`src/rtl/wa_ctrl.sv`:
```
// wa_ctrl: write-side address controller for the 4-channel sample memory.
// Fills a circular buffer of BANK*depth_sel entries around a pattern trigger,
// keeping a programmable number of pre-trigger samples, and publishes the
// address of the trigger sample for the read side.
// Optional build macro WA_EDGE_TRIG_EN: the trigger additionally requires a
// change on at least one masked channel relative to the previous cycle.
module wa_ctrl #(
    parameter int ADDR_W = 13,
    parameter int CH     = 4,
    parameter int BANK   = 1024
) (
    input  logic              clk,
    input  logic              rst,
    input  logic              arm,
    input  logic [CH-1:0]     channels,
    input  logic [CH-1:0]     trig_mask,
    input  logic [CH-1:0]     trig_pattern,
    input  logic [3:0]        depth_sel,
    input  logic [ADDR_W-1:0] pre_samples,
    output logic              wr_en,
    output logic [ADDR_W-1:0] write_address,
    output logic [CH-1:0]     wr_data,
    output logic [ADDR_W-1:0] trig_address,
    output logic              capturing,
    output logic              done
);

    typedef enum logic [2:0] {
        IDLE,
        PRE,
        WAIT_TRIG,
        POST,
        DONE
    } state_t;

    state_t            state_q, state_d;

    // Capture geometry latched at arm: highest buffer address (D-1) and the
    // number of samples still to be written after the trigger (D-P-1).
    logic [ADDR_W-1:0] last_q, last_d;
    logic [ADDR_W-1:0] post_q, post_d;

    // Next address to write and the pre/post sample down-counter.
    logic [ADDR_W-1:0] addr_q, addr_d;
    logic [ADDR_W-1:0] cnt_q, cnt_d;
    logic [ADDR_W-1:0] addr_inc;

    // Geometry derived from the live depth/pre inputs, used only on arm.
    logic [ADDR_W-1:0] arm_last;
    logic [ADDR_W-1:0] arm_pre;

    // Per-cycle actions decided by the FSM and applied by the output stage.
    logic              write;
    logic              trig_hit;
    logic              start;
    logic              finish;

    logic              level_match;
    logic              match;

    // Buffer depth decode; unsupported multipliers fall back to one bank.
    always_comb begin
        arm_last = ADDR_W'(BANK - 1);
        case (depth_sel)
            4'd2:    arm_last = ADDR_W'(2 * BANK - 1);
            4'd4:    arm_last = ADDR_W'(4 * BANK - 1);
            4'd8:    arm_last = ADDR_W'(8 * BANK - 1);
            default: arm_last = ADDR_W'(BANK - 1);
        endcase
        arm_pre = (pre_samples > arm_last) ? arm_last : pre_samples;
    end

    // Circular address increment within the latched depth.
    always_comb begin
        addr_inc = (addr_q == last_q) ? '0 : addr_q + 1'b1;
    end

    // Pattern comparison over the masked channels only.
    always_comb begin
        level_match = ((channels ^ trig_pattern) & trig_mask) == '0;
    end

`ifdef WA_EDGE_TRIG_EN
    logic [CH-1:0] prev_q;

    // Previous-cycle sample, taken every cycle so the first WAIT_TRIG cycle
    // after arm compares against the sample present on the arm cycle.
    always_ff @(posedge clk or posedge rst) begin
        if (rst) begin
            prev_q <= '0;
        end else begin
            prev_q <= channels;
        end
    end

    // Pattern must hold and at least one masked channel must have changed.
    always_comb begin
        match = level_match && (((channels ^ prev_q) & trig_mask) != '0);
    end
`else
    // Pure level/pattern trigger.
    always_comb begin
        match = level_match;
    end
`endif

    // FSM state and capture bookkeeping registers.
    always_ff @(posedge clk or posedge rst) begin
        if (rst) begin
            state_q <= IDLE;
            last_q  <= '0;
            post_q  <= '0;
            addr_q  <= '0;
            cnt_q   <= '0;
        end else begin
            state_q <= state_d;
            last_q  <= last_d;
            post_q  <= post_d;
            addr_q  <= addr_d;
            cnt_q   <= cnt_d;
        end
    end

    // Next-state logic and per-cycle write/trigger decisions.
    always_comb begin
        state_d  = state_q;
        last_d   = last_q;
        post_d   = post_q;
        addr_d   = addr_q;
        cnt_d    = cnt_q;
        write    = 1'b0;
        trig_hit = 1'b0;
        start    = 1'b0;
        finish   = 1'b0;

        case (state_q)
            IDLE, DONE: begin
                if (arm) begin
                    start   = 1'b1;
                    last_d  = arm_last;
                    post_d  = arm_last - arm_pre;
                    cnt_d   = arm_pre;
                    addr_d  = '0;
                    state_d = (arm_pre == '0) ? WAIT_TRIG : PRE;
                end
            end

            PRE: begin
                write  = 1'b1;
                addr_d = addr_inc;
                cnt_d  = cnt_q - 1'b1;
                if (cnt_q == ADDR_W'(1)) begin
                    state_d = WAIT_TRIG;
                end
            end

            WAIT_TRIG: begin
                write  = 1'b1;
                addr_d = addr_inc;
                if (match) begin
                    trig_hit = 1'b1;
                    cnt_d    = post_q;
                    if (post_q == '0) begin
                        state_d = DONE;
                        finish  = 1'b1;
                    end else begin
                        state_d = POST;
                    end
                end
            end

            POST: begin
                write  = 1'b1;
                addr_d = addr_inc;
                cnt_d  = cnt_q - 1'b1;
                if (cnt_q == ADDR_W'(1)) begin
                    state_d = DONE;
                    finish  = 1'b1;
                end
            end

            default: begin
                state_d = IDLE;
            end
        endcase
    end

    // Registered memory interface, trigger address and completion flag.
    // done rises on the same edge that presents the final write.
    always_ff @(posedge clk or posedge rst) begin
        if (rst) begin
            wr_en         <= 1'b0;
            write_address <= '0;
            wr_data       <= '0;
            trig_address  <= '0;
            done          <= 1'b0;
        end else begin
            wr_en <= write;
            if (write) begin
                write_address <= addr_q;
                wr_data       <= channels;
            end else if (start) begin
                write_address <= '0;
            end
            if (trig_hit) begin
                trig_address <= addr_q;
            end
            if (start) begin
                done <= 1'b0;
            end else if (finish) begin
                done <= 1'b1;
            end
        end
    end

    // Capture-active indicator decoded from the state register.
    always_comb begin
        capturing = (state_q == PRE) || (state_q == WAIT_TRIG) || (state_q == POST);
    end

endmodule
```
`config.mk`:
```
export PLATFORM = sky130hd
export DESIGN_NAME = wa_ctrl
export DESIGN_NICKNAME = d
export VERILOG_FILES = /design/src/rtl/wa_ctrl.sv
export SDC_FILE = /design/constraint.sdc
export NUM_CORES = 1
export LEC_CHECK = 0
export CORE_ASPECT_RATIO = 0.9
export CORE_MARGIN = 5
export CORE_UTILIZATION = 60
export CTS_BUF_LIST = sky130_fd_sc_hd__clkbuf_8
export DETAILED_ROUTE_END_ITERATION = 12
export PLACE_DENSITY = 0.91
export SYNTH_ARGS = -nofsm -noshare
export SYNTH_HDL_FRONTEND = slang
export SYNTH_SLANG_ARGS = --single-unit
```
`constraint.sdc`:
```
create_clock -name clk -period 4 [get_ports clk]
set_clock_uncertainty 0.2 [all_clocks]
set_input_delay 0.8 -clock clk [delete_from_list [all_inputs] [get_ports clk]]
set_output_delay 0.8 -clock clk [all_outputs]
set_load 0.005 [all_outputs]
```
# [After elaboration in Yosys (flattened, before gate mapping)]
# Index checks and enable logic that the tools add are counted.
[word_totals] register_bits=87 in_bits=32 out_inout_bits=33 wordCells=74
[classes] addsub=3 magnitude_cmp=1 eq_ne=13 n_mux=28 bitwise=2 n_reduce_logical=17
[ops] cell="$mux W13" count=7
[ops] cell="$pmux W13 S3" count=2
[ops] cell="$logic_not A13 Y1" count=2
[ops] cell="$pmux W13 S2" count=1
[ops] cell="$mux W3" count=5
[ops] cell="$add A13 B1 Y13 const B" count=1
[ops] cell="$eq A13 B1 Y1 const B" count=1
[ops] cell="$eq A13 B13 Y1" count=1
[ops] cell="$gt A13 B13 Y1" count=1
[ops] cell="$sub A13 B1 Y13 const B" count=1
[ops] cell="$sub A13 B13 Y13" count=1
[ops] cell="$pmux W3 S4" count=1
[ops] cell="$mux W1" count=10
[ops] cell="$ne A2 B2 Y1 const B" count=4
[ops] cell="$eq A3 B2 Y1 const B" count=2
[ops] cell="$reduce_bool A2 Y1" count=3
[ops] cell="$and A4 B4 Y4" count=1
[ops] cell="$eq A4 B2 Y1 const B" count=1
[ops] cell="$eq A4 B3 Y1 const B" count=1
[ops] cell="$eq A4 B4 Y1 const B" count=1
[ops] cell="$logic_not A4 Y1" count=1
[ops] cell="$reduce_and A2 Y1" count=2
[ops] cell="$reduce_and A4 Y1" count=1
[ops] cell="$reduce_or A2 Y1" count=2
[ops] cell="other kinds (10)" count=11

# [Longest topological paths before layout]
[logic_depth] word_depth=8 mapped_depth=13

# [Worst setup path after synthesis]
# OpenSTA, ideal clock, no wires.
[synth_timing] kind="in2reg" from="in depth_sel[1]" to="reg post_q[12]" setup_time_ps=136 arrival_time_ps=3495 required_time_ps=3664 setup_slack_ps=169 cell_stages=12 path_cell_list="or4b_1 > clkbuf_1 > ha_1 > nand4_1 > or4_1 > buf_2 > nand2_1 > o21ai_0 > ha_1 > fa_1 > xnor2_1 > o21ai_0"
[synth_between] elab_chain_cells=5 word_cells_on_any_way=7 cone_classes="1 x add/sub; 1 x order compare; 3 x eq/ne; 2 x mux"
[synth_lines] element="start, declared" line_no="18" text="input logic [3:0] depth_sel,"
[synth_lines] element="$eq A4 B4 Y1, or another cell as far along" line_no="64" text="case (depth_sel)"
[synth_lines] element="$pmux W13 S3 *" line_no="64"
[synth_lines] element="$gt A13 B13 Y1" line_no="70" text="arm_pre = (pre_samples > arm_last) ? arm_last : pre_samples;"
[synth_lines] element="$mux W13" line_no="70"
[synth_lines] element="$sub A13 B13 Y13 *" line_no="141" text="post_d = arm_last - arm_pre;"
[synth_lines] element="end signal, assigned" line_no="118" text="post_q <= post_d;"
[synth_lines] element="end, declared" line_no="41" text="logic [ADDR_W-1:0] post_q, post_d;"
# Mark *: on every way between the ends. The rest lies on a longest branch, timed or not.
# A chain may end at the register's enable or synchronous reset.

# [Final worst setup path]
# Same ends and word-level chain as after synthesis.

==> flow_metrics.env <==
export IMPL_outcome="finished clean"
export IMPL_dr_total_vias=3733
export IMPL_ys_flop_type="dfrtp_1"
export IMPL_syn_to_final_growth_pct=23.5
export IMPL_synth_warnings=0
export IMPL_rsz0062_at_grt="false"
export IMPL_yosysTopAreaCell="dfrtp_1"
export IMPL_antenna_found_initial=0
export IMPL_worstMarginPinSlew_ns=0.776
export IMPL_die_x_microns=97.1
export IMPL_period_needed_ns=3.80
export IMPL_cts_tree="built"
export IMPL_slowest_delay_ns=0.57
export IMPL_fin_ws_ns=0.201
export IMPL_hold_violations=0
export IMPL_core_area_sq_um=6620
export IMPL_ys_ff_latch=78
export IMPL_syn_area_sq_um=4090
export IMPL_post_cts_setup_buffers=0
export IMPL_path_class="input pin to flop"
export IMPL_ant_nets=0
export IMPL_path_cells="clkdlybuf4s50_1 -> or4b_1 -> ha_1 -> nand4_1 -> or4_1 -> nand2_1 -> o21ai_0 -> ha_1 -> fa_1 -> xnor2_1 -> o21ai_0"
export IMPL_setup_viol_count_final=0
export IMPL_timing_max_cap_violations=0
export IMPL_synth_edf_count=0
export IMPL_synth_distinct_cells=60
export IMPL_fin_total_pwr_mw=3.23
export IMPL_clockBufferDepth=2
export IMPL_maxSlewHeadroom_pct=48.1
export IMPL_startpoint_type="input pin"
export IMPL_htreeDepth=3
export IMPL_cts_sinks=78
export IMPL_cp_max_fo=4
export IMPL_avgViaCountPerCell=6.41
export IMPL_clock_latency_ns=0.36
export IMPL_synthTopCellsByArea="dfrtp_1 (48%), nand2_1 (5.0%), mux2_2 (4.4%)"
export IMPL_diodes=0
export IMPL_hold_buffers=0
export IMPL_ir_worst_vdd_mv=0.318
export IMPL_drtIter0Drc=461
export IMPL_dieHeight_microns=88.4
export IMPL_dp_hpwl_microns=7660
export IMPL_dr_pass1_iters=6
export IMPL_grt_use_total_pct=26.7
export IMPL_syn_instance_count=419
export IMPL_die_area_sq_um=8580
export IMPL_cpLargestDelayFamily="simple AND/OR/NAND/NOR gates"
export IMPL_end_kind="flop"
export IMPL_clk_pin_slew_ns=0.08
export IMPL_synth_avg_cell_area_sq_um=9.77
export IMPL_drt_total_wl_microns=10800
export IMPL_yosys_top_cells_count="dfrtp_1 (78), nand2_1 (54), o21ai_0 (28), nor2_1 (27), nor3_1 (17)"
export IMPL_io_pins=65
export IMPL_crit_required_ns=4.03
export IMPL_grt_pass1_vias=3682
export IMPL_drive_above_1_share_pct=13.0
export IMPL_route_detailed_drc=0
export IMPL_fp_row_count=28
export IMPL_synthArstFlopShare_pct=100
export IMPL_grt_overflow_total=0
export IMPL_start_util_pct=61.8
export IMPL_grt_max_degree=34
export IMPL_fin_tns_setup_ns=0
export IMPL_syn_nets=459
export IMPL_numCtsBuffers=9
export IMPL_slew_viol_final=0
export IMPL_io_buffer_count=64
export IMPL_max_freq_ghz=0.263
export IMPL_fin_crit_sh_pct=95.0
export IMPL_layout_nets=527
export IMPL_post_place_ws_ns=-0.138
export IMPL_synth_top_cell_area_share_pct=47.7
export IMPL_cp_num_buf_inv=1
export IMPL_yosys_cell_count_top_type="dfrtp_1"
export IMPL_seq_area_frac_synth_pct=47.7
export IMPL_place_congestion=0.917
export IMPL_min_path_type="flop to flop"
export IMPL_ctsRootBufferMaster="clkbuf_8"
export IMPL_p_leak_nw=2.16
export IMPL_avgRoutedWirePerCell_microns=18.6
export IMPL_cp_slowest_cell="or4b_1"
export IMPL_grt_pass1_wl_microns=18200
export IMPL_cts_resized=0
export IMPL_arrival_ns=3.83
export IMPL_p_per_area_nw_per_um2=639
==> final timing paths <==
path	start	to	slack, ns	cells after the start
max reg2reg	cnt_q[6]	state_q[1]	1.63	5
max in group asynchronous	rst	post_q[2]	2.25	3
min in group asynchronous	rst	write_address[4]	0.57	2
min reg2reg	wr_data[1]	wr_data[1]	0.29	2
min	wr_data[1]	wr_data[1]	0.29	2
max	depth_sel[1]	post_q[12]	0.20	11
==> worst min-delay path: stages, from the launching register on <==
cell and delay [ns]:
dfrtp_1 0.35, nand2_1 0.05, nand2_1 0.05
==> cell families (layout without fill, tap and decap cells) <==
family,Yosys count,after routing,share of synthesized area (%)
buf+inv,38,111,3.94
mux,17,17,4.65
simple gates,152,152,18.6
flops,78,78,47.7
fa+ha+maj,8,8,2.63
xor+xnor,20,20,4.28
compound gates,106,106,18.2
==> layer usage <==
metal  track usage, %  up-vias  wire (microns)
met4             11.6        0             261
met1             36.0     1786            4540
met2             42.6      253            4980
met3             5.36       32            1050
met5                0        -               0
li1                 -     1662               -
==> layout by cell type, fill, tap and decap left out, types with 7 or more instances in the layout <==
master and instances:
dfrtp_1 78, clkdlybuf4s50_1 64, nand2_1 54, o21ai_0 28, nor2_1 26, buf_4 21, nor3_1 17, mux2_2 16
a21oi_1 14, a22o_1 14, o31ai_1 13, nor4_1 13, xor2_1 12, nand2b_1 9, inv_1 9, clkbuf_8 9
xnor2_1 8, ha_1 7
==> cell type report <==
class	instances	area (sq um)
Clock buffer	9	124
Multi-Input combinational cell	303	1980
Inverter	10	37.5
Sequential cell	78	1950
Timing Repair Buffer	85	798
Tap cell	90	113
Fill cell	422	1560
Clock inverter	7	50.0
==> report_power, final <==
group / internal (mW) / switching, mW
sequential: 1.04 / 0.291
combinational: 0.623 / 0.738
clock: 0.227 / 0.307
==> sequential cells by signal (all words and copies together) (netlist names) <==
name / count
last_q: 4
write_address: 13
wr_data: 4
state_q: 3
post_q: 13
addr_q: 13
done: 1
cnt_q: 13
trig_address: 13
wr_en: 1
==> metrics by stage <==
step | cell area, sq um | cells | hold WS [ns] | util [%]
final | 5060 | 582 | 0.286 | 76.4
after global routing | 5060 | 582 | 0.320 | 76.4
after CTS | 5060 | 582 | 0.291 | 76.4
after detailed placement | 4880 | 566 | 0.272 | 73.8
after global placement | 4880 | 566 | 0.257 | 73.8
after floorplan | 4090 | 419 | 0.259 | -
Power figures use the tool's default switching activity.
